===== config.mk =====
export PLATFORM = sky130hd
export DESIGN_NAME = q_inv_lookup
export DESIGN_NICKNAME = d
export VERILOG_FILES = /design/src/rtl/q_lookup_pkg.sv /design/src/rtl/q_table_rd.sv /design/src/rtl/q_inv_lookup.sv
export SDC_FILE = /design/constraint.sdc
export NUM_CORES = 1
export LEC_CHECK = 0
export ABC_AREA = 1
export BUFFER_PORTS_ARGS = -buffer_cell sky130_fd_sc_hd__buf_4
export CAP_MARGIN = 20
export CORE_MARGIN = 4
export CORE_UTILIZATION = 59
export CTS_BUF_LIST = sky130_fd_sc_hd__clkbuf_8
export CTS_CLUSTER_SIZE = 24
export DETAILED_ROUTE_END_ITERATION = 10
export GPL_TIMING_DRIVEN = 0
export PLACE_DENSITY = 0.81
export REMOVE_ABC_BUFFERS = 1
export SLEW_MARGIN = 10
export SYNTH_ARGS = -nofsm -noshare
export SYNTH_HDL_FRONTEND = slang
export SYNTH_SLANG_ARGS = --single-unit

===== constraint.sdc =====
create_clock -name clk -period 3.6 [get_ports clk]
set_clock_uncertainty 0.2 [all_clocks]
set_input_delay 0.36 -clock clk [delete_from_list [all_inputs] [get_ports clk]]
set_output_delay 0.36 -clock clk [all_outputs]
set_load 0.01 [all_outputs]

===== src/rtl/q_lookup_pkg.sv =====
// Shared constants, FSM state type and the reciprocal Q table contents
// for the inverse-lookup block and its table reader.
package q_lookup_pkg;

  localparam int DATA_W = 16;
  localparam int ADDR_W = 4;
  localparam int DEPTH  = 12;
  localparam int ITERS  = 4;
  localparam int CNT_W  = $clog2(ITERS + 1);

  typedef enum logic [1:0] {
    IDLE   = 2'd0,
    SEARCH = 2'd1,
    CHECK  = 2'd2
  } state_t;

  // Monotonically decreasing reciprocal table; unused addresses read as 0.
  function automatic logic [DATA_W-1:0] q_entry(input logic [ADDR_W-1:0] addr);
    case (addr)
      4'd0:    q_entry = 16'd255;
      4'd1:    q_entry = 16'd128;
      4'd2:    q_entry = 16'd85;
      4'd3:    q_entry = 16'd64;
      4'd4:    q_entry = 16'd51;
      4'd5:    q_entry = 16'd42;
      4'd6:    q_entry = 16'd36;
      4'd7:    q_entry = 16'd32;
      4'd8:    q_entry = 16'd28;
      4'd9:    q_entry = 16'd25;
      4'd10:   q_entry = 16'd23;
      4'd11:   q_entry = 16'd21;
      default: q_entry = '0;
    endcase
  endfunction

  localparam logic [ADDR_W-1:0] LAST_ADDR = ADDR_W'(DEPTH - 1);
  localparam logic [DATA_W-1:0] Q_LAST    = q_entry(LAST_ADDR);

endpackage


===== src/rtl/q_table_rd.sv =====
// Combinational read port on the reciprocal Q table.
// Addresses at or beyond DEPTH return 0.
module q_table_rd
  import q_lookup_pkg::*;
(
  input  logic [ADDR_W-1:0] addr,
  output logic [DATA_W-1:0] data
);

  always_comb begin
    data = '0;
    if (addr < ADDR_W'(DEPTH)) data = q_entry(addr);
  end

endmodule


===== src/rtl/q_inv_lookup.sv =====
// Reverse lookup on the Q table: fixed-latency binary search for the smallest
// address whose entry is <= target. Define Q_LOOKUP_NEAREST_EN to pick the nearest entry.
module q_inv_lookup
  import q_lookup_pkg::*;
(
  input  logic              clk,
  input  logic              rst_n,
  input  logic              start,
  input  logic [DATA_W-1:0] target,
  output logic              busy,
  output logic              done,
  output logic [ADDR_W-1:0] index,
  output logic              exact,
  output logic              out_of_range
);

  // Handshake: start is sampled only in IDLE; the accepting edge captures
  // target and raises busy. Exactly ITERS+1 edges later done pulses for one
  // cycle with busy low, and a new start may be accepted in that same cycle.
  // start while busy is dropped, not queued.

  state_t              state, state_nx;
  logic [CNT_W-1:0]    step;
  logic [ADDR_W-1:0]   lo, hi, lo_nx, hi_nx, mid, rd_addr, idx_nx;
  logic [DATA_W-1:0]   tgt, rd_data;
  logic                accept, step_en, finish;
  logic                hit_nx, oor_nx;

  q_table_rd u_rd_main (
    .addr (rd_addr),
    .data (rd_data)
  );

`ifdef Q_LOOKUP_NEAREST_EN
  logic [DATA_W-1:0] prev_data;

  q_table_rd u_rd_prev (
    .addr (lo - 1'b1),
    .data (prev_data)
  );
`endif

  always_ff @(posedge clk or negedge rst_n) begin
    if (!rst_n) state <= IDLE;
    else        state <= state_nx;
  end

  always_comb begin
    state_nx = state;
    case (state)
      IDLE:    if (start) state_nx = SEARCH;
      SEARCH:  if (step == CNT_W'(ITERS - 1)) state_nx = CHECK;
      CHECK:   state_nx = IDLE;
      default: state_nx = IDLE;
    endcase
  end

  always_comb begin
    accept  = (state == IDLE) && start;
    step_en = (state == SEARCH);
    finish  = (state == CHECK);
  end

  // One shared table read: the probe at mid while searching, table[lo] when checking.
  always_comb begin
    mid     = ADDR_W'(({1'b0, lo} + {1'b0, hi}) >> 1);
    rd_addr = (state == SEARCH) ? mid : lo;
    lo_nx   = lo;
    hi_nx   = hi;
    if (lo < hi) begin
      if (rd_data <= tgt) hi_nx = mid;
      else                lo_nx = mid + 1'b1;
    end
    oor_nx = (tgt < Q_LAST);
    idx_nx = lo;
    hit_nx = (rd_data == tgt);
`ifdef Q_LOOKUP_NEAREST_EN
    if (!oor_nx && (lo != '0) && ((prev_data - tgt) < (tgt - rd_data))) begin
      idx_nx = lo - 1'b1;
      hit_nx = (prev_data == tgt);
    end
`endif
    if (oor_nx) begin
      idx_nx = LAST_ADDR;
      hit_nx = 1'b0;
    end
  end

  always_ff @(posedge clk or negedge rst_n) begin
    if (!rst_n) begin
      tgt          <= '0;
      lo           <= '0;
      hi           <= '0;
      step         <= '0;
      busy         <= 1'b0;
      done         <= 1'b0;
      index        <= '0;
      exact        <= 1'b0;
      out_of_range <= 1'b0;
    end else begin
      done <= 1'b0;
      if (accept) begin
        tgt  <= target;
        lo   <= '0;
        hi   <= LAST_ADDR;
        step <= '0;
        busy <= 1'b1;
      end
      if (step_en) begin
        lo   <= lo_nx;
        hi   <= hi_nx;
        step <= step + 1'b1;
      end
      if (finish) begin
        index        <= idx_nx;
        exact        <= hit_nx;
        out_of_range <= oor_nx;
        done         <= 1'b1;
        busy         <= 1'b0;
      end
    end
  end

endmodule


==> results.sh <==
export IMPL_setup_viol=0
export IMPL_drcViolationCount=0
export IMPL_worst_slew_pin_slew_ns=0.459
export IMPL_ant_nets=0
export IMPL_clock_sinks=37
export IMPL_clkTransAtPathRegs_ns=0.07
export IMPL_grt_pass1_wl_um=7850
export IMPL_final_common_cell="nand2_1"
export IMPL_core_area_mm2=0.00369
export IMPL_relSlewSlack_pct=69.4
export IMPL_placed_cell_area_mm2=0.00251
export IMPL_num_antenna_cells=0
export IMPL_crit_path_max_incr_delay_ns=0.47
export IMPL_drtPass1Iterations=4
export IMPL_place_ws_ns=0.421
export IMPL_cts_buffers=5
export IMPL_track_usage_pct=19.7
export IMPL_synth_ff_type="dfrtp_1"
export IMPL_hold_ws_ns=0.0969
export IMPL_period_share_pct=89.2
export IMPL_vias=1849
export IMPL_nNetsFinal=341
export IMPL_area_delta_synth_final_pct=16.5
export IMPL_final_util_pct=71.9
export IMPL_num_rows=22
export IMPL_drt_iter0_drc=106
export IMPL_cts_hold_buf=1
export IMPL_rsz0062_at_grt="no"
export IMPL_period_minus_slack_ns=3.21
export IMPL_hold_path_class="input port to flop"
export IMPL_report_final_slew_viol_count=0
export IMPL_viasPerCell=5.22
export IMPL_num_fill_cells=284
export IMPL_crit_fanout=5
export IMPL_hold_viol=0
export IMPL_die_w_um=70.1
export IMPL_grt_max_degree=38
export IMPL_crit_family="simple AND/OR/NAND/NOR gates"
export IMPL_synth_edff_count=0
export IMPL_multi_input_area_mm2=0.00117
export IMPL_leakage_nw=1.44
export IMPL_cp_arrival_ns=3.19
export IMPL_clk_path_buf_depth=2
export IMPL_synth_area_per_cell_um2=8.31
export IMPL_wl_um=4300
export IMPL_tritoncts="done"
export IMPL_path_buf_inv=4
export IMPL_layout_setup_ws_ns=0.390
export IMPL_crit_chain="nand2_1 -> inv_2 -> fa_1 -> inv_1 -> nand2_1 -> nand2_1 -> nand2_1 -> o21ai_2 -> inv_2 -> o211ai_2 -> nand2_1 -> inv_1 -> ha_1 -> a21o_1 -> a21oi_1 -> nand2_1 -> nand3_1 -> nand2_2 -> nand2_1 -> nand2_1"
export IMPL_gp_congestion=0.858
export IMPL_cts_setup_buffers=0
export IMPL_synth_seq_cells=37
export IMPL_ios=27
export IMPL_setup_tns_ns=0
export IMPL_post_cts_resized=0
export IMPL_worstSetupPathType="flop to flop"
export IMPL_clk_latency_ns=0.29
export IMPL_drive_gt1_share_pct=24.8
export IMPL_grt_overflow=0
export IMPL_crit_top_cell="nand2_1"
export IMPL_start_util_pct=61.7
export IMPL_cts_htree_levels=2
export IMPL_crit_path_top_delay_cell="dfrtp_1"
export IMPL_synth_seq_area_share_pct=40.7
export IMPL_max_cap_viol_count=0
export IMPL_antenna_found_initial=0
export IMPL_max_freq_ghz=0.311
export IMPL_setup_worst_path_end_class="flop"
export IMPL_cp_start_kind="flop"
export IMPL_required_ns=3.58
export IMPL_design_area_mm2=0.00265
export IMPL_powerDensity_mw_per_mm2=1090
export IMPL_synthArstFlopShare_pct=100
export IMPL_routedWlPerCell_um=12.2
export IMPL_synth_cell_type_count=38
export IMPL_die_h_um=70.1
export IMPL_vdd_ir_drop_max_mv=0.516
export IMPL_seqCellArea_um2=926
export IMPL_synthesis_area_mm2=0.00228
export IMPL_final_cell_mix="70 x nand2_1, 37 x dfrtp_1, 30 x nor2_1, 28 x inv_1, 26 x buf_4"
export IMPL_synthCells=274
export IMPL_port_buffer_count=26
export IMPL_place_hpwl_um=3340
export IMPL_ctsRootBufferMaster="clkbuf_8"
export IMPL_outcome="complete, no violations"
export IMPL_dieArea_mm2=0.00492
export IMPL_grt_pass1_vias=1844
export IMPL_synth_warnings=0
-- path summary, 6_finish.rpt --
check / startpoint / end / slack, ns / cells past startpoint
worst max-delay path: lo[0] / hi[0] / 0.39 / 20
worst min-delay path: target[11] / tgt[11] / 0.1 / 2
worst max register to register: lo[0] / hi[0] / 0.39 / 20
worst min register to register: step[0] / step[0] / 0.29 / 1
max in group asynchronous: rst_n / lo[2] / 2.51 / 2
min in group asynchronous: rst_n / index[2] / 0.36 / 2
-- registers in the layout, summed over array words and instances (netlist names) --
| register | flops |
|---|---|
| done | 1 |
| lo | 4 |
| state | 2 |
| tgt | 16 |
| hi | 4 |
| out_of_range | 1 |
| busy | 1 |
| step | 3 |
| exact | 1 |
| index | 4 |
-- metrics by stage --
stage | instances | power, mW
6_report | 354 | 2.88
4_1_cts | 354 | 2.90
3_3_place_gp | 345 | 2.39
5_1_grt | 354 | 3.21
2_1_floorplan | 271 | 2.08
3_5_place_dp | 345 | 2.47
-- worst reg2reg max path, stage by stage, from the launching register on --
cell	delay (ns)
dfrtp_1	0.47
nand2_1	0.11
inv_2	0.05
fa_1	0.40
inv_1	0.08
nand2_1	0.06
nand2_1	0.10
nand2_1	0.08
o21ai_2	0.12
inv_2	0.10
o211ai_2	0.16
nand2_1	0.07
inv_1	0.06
ha_1	0.23
a21o_1	0.18
a21oi_1	0.13
nand2_1	0.10
nand3_1	0.15
nand2_2	0.12
nand2_1	0.09
nand2_1	0.06
-- power by group --
part           leakage, nW  switching, mW  internal (mW)  total (mW)
logic                0.928           1.05          0.679        1.73
clock network       0.0681          0.146          0.275       0.421
registers            0.443          0.132          0.604       0.737
total                 1.44           1.33           1.56        2.88
-- logic make-up after synthesis --
group | share of synthesized area, %
AND/OR/NAND/NOR | 27.3
adder cells (fa/ha/maj) | 9.68
AO/OA/AOI/OAI | 10.7
multiplexers | 3.96
buffers and inverters | 7.70
flip-flops | 40.7
-- synth_stat cells (2+ instances only) --
cell	n	area, um2
a21o_1	2	15.0
a21oi_1	17	85.1
a21oi_2	2	17.5
a31oi_1	2	12.5
dfrtp_1	37	926
ha_1	16	200
inv_1	28	105
inv_2	10	37.5
mux2_2	8	90.1
nand2_1	70	263
nand2_2	7	43.8
nand2_4	2	22.5
nand3_1	11	55.1
nor2_1	30	113
nor2_4	2	22.5
nor3_1	3	15.0
o21ai_0	5	25.0
o21ai_2	2	17.5
-- metal layers --
metal | track usage (%) | share of wire (%) | vias to the layer above | wire length, um
met2 | 33.2 | 48 | 44 | 2050
met5 | 0 | 0 | - | 0
li1 | - | - | 937 | -
met4 | 7.02 | 1.4 | 0 | 59
met1 | 25.0 | 46 | 863 | 1980
met3 | 3.88 | 4.9 | 5 | 209
-- area by class of cell --
| cell class | instances | share of cell area (%) |
|---|---|---|
| clock buffer | 5 | 2.60 |
| inverter | 39 | 5.71 |
| tap | 48 | 2.27 |
| sequential | 37 | 34.9 |
| timing repair buffer | 27 | 7.74 |
| multi-input combinational | 195 | 44.3 |
| clock inverter | 3 | 2.45 |
(Power assumes the default switching activity.)
